--- config.mk ---
export PLATFORM = sky130hd
export DESIGN_NAME = gshare_spec_bp
export DESIGN_NICKNAME = d
export VERILOG_FILES = /design/src/rtl/gshare_spec_bp.sv
export SDC_FILE = /design/constraint.sdc
export NUM_CORES = 2
export LEC_CHECK = 0
export ABC_CLOCK_PERIOD_IN_PS = 33500
export CAP_MARGIN = 20
export CELL_PAD_IN_SITES_DETAIL_PLACEMENT = 2
export CELL_PAD_IN_SITES_GLOBAL_PLACEMENT = 2
export CORE_ASPECT_RATIO = 0.8
export CORE_MARGIN = 3
export CORE_UTILIZATION = 31
export CTS_CLUSTER_DIAMETER = 100
export DETAILED_ROUTE_END_ITERATION = 10
export GPL_ROUTABILITY_DRIVEN = 1
export HOLD_SLACK_MARGIN = 0.08
export PLACE_DENSITY_LB_ADDON = 0.1
export SYNTH_ARGS = -nofsm -noshare
export SYNTH_HDL_FRONTEND = slang
export SYNTH_SLANG_ARGS = --single-unit
--- constraint.sdc ---
create_clock -name clk -period 33.5 [get_ports clk]
set_input_delay 3.35 -clock clk [delete_from_list [all_inputs] [get_ports clk]]
set_output_delay 3.35 -clock clk [all_outputs]
set_load 0.03 [all_outputs]
--- src/rtl/gshare_spec_bp.sv ---
// gshare direction predictor with speculative global history, checkpoint repair,
// a post-reset table init sweep and saturating branch/mispredict statistics.
module gshare_spec_bp #(
    parameter int INDEX_W  = 10,
    parameter int HIST_LEN = 10,
    parameter int CTR_W    = 2,
    parameter int INIT_CTR = 1
) (
    input  logic                clk,
    input  logic                rst,
    input  logic                fetch_valid,
    input  logic [31:0]         fetch_pc,
    input  logic                fetch_is_br,
    output logic                pred_taken,
    output logic [INDEX_W-1:0]  pred_idx,
    output logic [HIST_LEN-1:0] pred_ghr,
    input  logic                upd_valid,
    input  logic [31:0]         upd_pc,
    input  logic [HIST_LEN-1:0] upd_ghr,
    input  logic                upd_taken,
    input  logic                upd_mispredict,
    output logic                ready,
    output logic [31:0]         stat_branches,
    output logic [31:0]         stat_mispredicts
);
    localparam int              DEPTH    = 2 ** INDEX_W;
    localparam logic [CTR_W-1:0] CTR_MAX = {CTR_W{1'b1}};
    localparam logic [INDEX_W-1:0] LAST_IDX = {INDEX_W{1'b1}};

    typedef enum logic {ST_INIT, ST_RUN} state_t;

    state_t              state_q, state_d;
    logic [INDEX_W-1:0]  init_ptr_q, init_ptr_d;
    logic [HIST_LEN-1:0] ghr_q, ghr_d;
    logic [31:0]         stat_br_q, stat_br_d;
    logic [31:0]         stat_mp_q, stat_mp_d;

    logic [CTR_W-1:0]    pht_mem [DEPTH];
    logic                wr_en;
    logic [INDEX_W-1:0]  wr_idx;
    logic [CTR_W-1:0]    wr_data;

    logic                run;
    logic                upd_accept;
    logic                spec_shift;
    logic [INDEX_W-1:0]  fetch_idx;
    logic [INDEX_W-1:0]  upd_idx;
    logic [CTR_W-1:0]    upd_ctr;
    logic                unused_pc_bits;

    function automatic logic [CTR_W-1:0] ctr_step(input logic [CTR_W-1:0] ctr,
                                                  input logic taken);
        if (taken) return (ctr == CTR_MAX) ? ctr : ctr + 1'b1;
        return (ctr == '0) ? ctr : ctr - 1'b1;
    endfunction

    function automatic logic [31:0] stat_inc(input logic [31:0] cnt);
        return (cnt == 32'hFFFF_FFFF) ? cnt : cnt + 32'd1;
    endfunction

    // Only the index bits of the PCs participate; the upper bits are don't-care.
    assign unused_pc_bits = ^{fetch_pc[31:INDEX_W+2], upd_pc[31:INDEX_W+2]};

    assign run        = (state_q == ST_RUN);
    assign fetch_idx  = fetch_pc[INDEX_W+1:2] ^ INDEX_W'(ghr_q);
    assign upd_idx    = upd_pc[INDEX_W+1:2] ^ INDEX_W'(upd_ghr);
    assign upd_ctr    = pht_mem[upd_idx];
    assign upd_accept = run & upd_valid & (upd_pc[1:0] == 2'b00);
    assign spec_shift = run & fetch_valid & fetch_is_br & (fetch_pc[1:0] == 2'b00);

    assign pred_taken       = run & fetch_valid & pht_mem[fetch_idx][CTR_W-1];
    assign pred_idx         = fetch_idx;
    assign pred_ghr         = ghr_q;
    assign ready            = run;
    assign stat_branches    = stat_br_q;
    assign stat_mispredicts = stat_mp_q;

    always_comb begin
        state_d    = state_q;
        init_ptr_d = init_ptr_q;
        ghr_d      = ghr_q;
        stat_br_d  = stat_br_q;
        stat_mp_d  = stat_mp_q;
        wr_en      = 1'b0;
        wr_idx     = upd_idx;
        wr_data    = ctr_step(upd_ctr, upd_taken);

        case (state_q)
            ST_INIT: begin
                wr_en      = 1'b1;
                wr_idx     = init_ptr_q;
                wr_data    = CTR_W'(INIT_CTR);
                init_ptr_d = init_ptr_q + 1'b1;
                if (init_ptr_q == LAST_IDX) state_d = ST_RUN;
            end
            ST_RUN: begin
                if (upd_accept) begin
                    wr_en     = 1'b1;
                    stat_br_d = stat_inc(stat_br_q);
                    if (upd_mispredict) stat_mp_d = stat_inc(stat_mp_q);
                end
                // Repair wins: the same-cycle fetch shift was down the wrong path.
                if (upd_accept && upd_mispredict)
                    ghr_d = {upd_ghr[HIST_LEN-2:0], upd_taken};
                else if (spec_shift)
                    ghr_d = {ghr_q[HIST_LEN-2:0], pred_taken};
            end
            default: state_d = ST_INIT;
        endcase
    end

    always_ff @(posedge clk or posedge rst) begin
        if (rst) begin
            state_q    <= ST_INIT;
            init_ptr_q <= '0;
            ghr_q      <= '0;
            stat_br_q  <= '0;
            stat_mp_q  <= '0;
        end else begin
            state_q    <= state_d;
            init_ptr_q <= init_ptr_d;
            ghr_q      <= ghr_d;
            stat_br_q  <= stat_br_d;
            stat_mp_q  <= stat_mp_d;
        end
    end

    // Single write port, no reset: the sweep is the only initialisation.
    always_ff @(posedge clk) begin
        if (wr_en) pht_mem[wr_idx] <= wr_data;
    end

endmodule
==> reports/qor.csv <==
metric,value,unit
combinational power share,8.0,%
RD Place Congestion,0.7811,
die height,503.5,um
"most used cell, CP",buf_4,
setup TNS,0,ns
Slew headroom,16.95,%
Netlist cell types,53,
PostCTS Resize Cnt,0,
vias in the first global route,69550,
Pleak,35.18,nW
Worst-Margin Slew,1.230,ns
antenna violations before repair,37,
Final Critical Period,14.05,ns
Async SR Flop Fraction,3.985,%
Slew Limit Fails,0,
DR pass1 iterations,5,
largest net degree at the start of global routing,230,
Synth Instances,7525,
Starting Density,31.34,%
share of layout cells above drive strength 1,12.33,%
Layout Cells excl Fill,11830,
Synth Flop Type,edfxtp_1,
CTS tree,done,
ranking of synthesized cells by area,"edfxtp_1 (64%), mux4_2 (7.6%), nand2_1 (6.5%)",
Synth Cell Area,95900,um2
type of element launching the critical path,input pin,
share of the synthesized area in the top cell type,64.13,%
Routed Antenna Nets,0,
Num CTS Buffers,243,
max_cap viols,0,
sequential cell area fraction in the yosys report,66.35,%
Std-Cell Rows,181,
Clk network pwr share,43.9,%
cell-by-cell trace of the critical path,clkdlybuf4s50_1 -> xor2_4 -> buf_4 -> buf_12 -> buf_4 -> buf_4 -> mux4_2 -> mux4_2 -> mux4_2 -> nand2_1 -> a21oi_1 -> o21ai_1 -> nor3_1 -> buf_4 -> clkdlybuf4s50_1,
Clock Sinks,2133,
Syn-to-layout area delta,14.43,%
IO Port Bufs,126,
Power Total,5.981,mW
status,"finished, final reports clean",
net switching power,1.492,mW
VDD IR max,44.11,uV
Yosys warnings,0,
width of the die,627.8,um
switching portion of total power,24.95,%
vias per inst,5.554,
RSZ-0062 raised after global routing,no,
part of the power in registers,48.1,%
most area-hungry cell type in the Yosys netlist,edfxtp_1,
Clock Tree Root,clkbuf_16,
CTS HTree Levels,4,
Synth Net Count,7609,
DRC viols,0,
Die Area,316100,um2
Tcrit/Tclk final,41.95,%
DP HPWL,215.3,mm
Post-layout nets,7589,
core area,306000,um2
WL/cell,32.24,um
total wire length,381.2,mm
clock-pin slew on the worst setup and hold paths,0.06,ns
global route total overflow,0,
critical path class,input pin to output port,
Clock Tree Buf Depth,4,
I/O Pins,167,
CP bufs+invs,7,
"FF+latch count, synth",2133,
CTS Hold Bufs,0,
WP data required,30.15,ns
fmax,0.07116,GHz
Starting DRT DRC Count,6188,
Hold Worst Slack,0.4811,ns
worst-path maximum fanout,72,
total number of vias,65680,
CP Capture Type,output port,
CP peak stage delay,0.77,ns
kind of cell adding the most delay to the critical path,buffers and inverters,
GRT Util Overall,23.79,%
Post-synth EDFFs,2048,
"Clk Latency, worst-skew pair",0.92,ns
Pint,4.489,mW
Mapped Avg Cell Area,12.74,um2
CP max-delay cell,buf_4,
Final Setup Violations,0,
P per Cell Area,54.50,nW/um2
Inst Count DP,11380,
Setup Skew,0.06397,ns
global-route wire length before repair,543.3,mm
type of the worst min-delay path,register to register,
Post-CTS Setup Inserts,0,
final-report hold violation count,0,
arrival time of the worst setup path,10.70,ns
-- Yosys cell counts (2+ instances only) --
master	n
a31oi_1	260
nand2b_1	8
buf_6	9
mux4_2	325
nor2_1	1094
ha_1	3
dfrtp_1	85
buf_1	89
a32oi_1	257
xor2_1	30
nand3_1	548
buf_4	19
inv_1	15
and3_1	10
o21ai_0	8
mux2_2	4
a21oi_1	18
nand3b_1	2
o22ai_1	10
nor2b_1	7
a21o_1	3
clkbuf_1	386
and4_1	5
a221oi_1	2
o21ai_1	5
mux2i_1	283
nor4_1	4
xnor2_1	67
nand4_1	38
nor3_1	16
or3_1	6
nand2_1	1669
o41ai_1	64
edfxtp_1	2048
buf_2	110
-- layout by cell type (no fill, tap or decap), drive strengths merged, types with 13 or more instances in the layout --
master / Yosys / final
nor3: 16 / 16
buf: 227 / 221
a32oi: 257 / 257
nand3: 548 / 548
mux4: 325 / 325
dfrtp: 85 / 85
nand2: 1669 / 1669
xnor2: 67 / 67
a31oi: 260 / 260
clkbuf: 386 / 303
xor2: 31 / 31
nand4: 38 / 38
o41ai: 64 / 64
clkinv: 0 / 111
bufinv: 0 / 19
a21oi: 18 / 18
clkdlybuf4s50: 0 / 126
inv: 16 / 18
nor2: 1094 / 1094
mux2i: 283 / 283
o21ai: 13 / 13
edfxtp: 2048 / 2048
-- metrics by stage --
| step | setup WS [ns] | util (%) | instance area (um2) |
|---|---|---|---|
| after floorplan | 6.604 | - | 95900 |
| after global placement | 18.65 | 33.38 | 102100 |
| after detailed placement | 18.71 | 33.39 | 102200 |
| after CTS | 19.42 | 35.85 | 109700 |
| after global routing | 18.99 | 35.86 | 109700 |
| final | 19.45 | 35.87 | 109700 |
-- power by group through the flow --
stage	clock (mW)	sequential, mW	combinational, mW
after floorplan	0	2.93	0.267
after global placement	0	2.93	0.476
after detailed placement	0	2.93	0.479
after CTS	2.69	2.88	0.482
after global routing	2.79	2.88	0.508
final	2.63	2.88	0.478
-- flip-flops by register name (all words and copies together), names as in the netlist --
| register | flops |
|---|---|
| stat_mispredicts | 32 |
| ready | 1 |
| pht_mem | 2048 |
| stat_branches | 32 |
| init_ptr_q | 10 |
| pred_ghr | 10 |
-- worst register-to-register path, stage by stage, from the launching register on --
cell and delay (ns):
edfxtp_1 0.36, nand2_1 0.06, a32oi_1 0.22, a31oi_1 0.12
o41ai_1 1.07, nand4_1 0.56, o22ai_1 0.29, nor2_1 0.22
nor2_1 0.14, o21ai_0 0.14, a21oi_4 0.48, buf_12 0.67
buf_4 1.06, buf_4 0.89, buf_4 0.92
-- final cells by class --
class | count | area, um2
diodes | 6 | 15.01
clock buffers | 302 | 6417
repair buffers | 348 | 3161
well taps | 4117 | 5151
inverters | 16 | 62.56
multi-input cells | 4763 | 30180
clock inverters | 140 | 1122
fillers | 31210 | 196200
flip-flops and latches | 2133 | 63630
-- worst paths after layout --
path,from,endpoint,slack (ns),cells past startpoint
setup / recovery,fetch_pc[3],pred_taken,19.45,15
max in group asynchronous,rst,ready$_DFF_PP0_,29.52,3
hold reg to reg,stat_mispredicts[28]$_DFFE_PP0P_,stat_mispredicts[28]$_DFFE_PP0P_,0.48,1
setup reg to reg,pht_mem[711][1]$_DFFE_PP_,pht_mem[242][1]$_DFFE_PP_,25.87,14
hold / removal,stat_mispredicts[28]$_DFFE_PP0P_,stat_mispredicts[28]$_DFFE_PP0P_,0.48,1
min in group asynchronous,rst,stat_branches[12]$_DFFE_PP0P_,2.84,2
-- cell families (layout without fill, tap and decap cells) --
family | count (synthesis) | in the layout | synth area share [%]
simple gates | 3413 | 3413 | 14.34
flops | 2133 | 2133 | 66.35
compound gates | 637 | 637 | 4.985
buf+inv | 629 | 806 | 2.750
mux | 612 | 612 | 10.63
xor+xnor | 98 | 98 | 0.9029
fa+ha+maj | 3 | 3 | 0.03915
other cells | 0 | 6 | 0
-- metal layers --
metal / routed length, um / track usage (%) / vias to the layer above
met3: 19260 / 2.634 / 411
li1: - / - / 27930
met1: 178900 / 34.84 / 35560
met4: 8478 / 5.094 / 0
met5: 0 / 0 / -
met2: 174600 / 37.99 / 1780
Power figures use the tool's default switching activity.
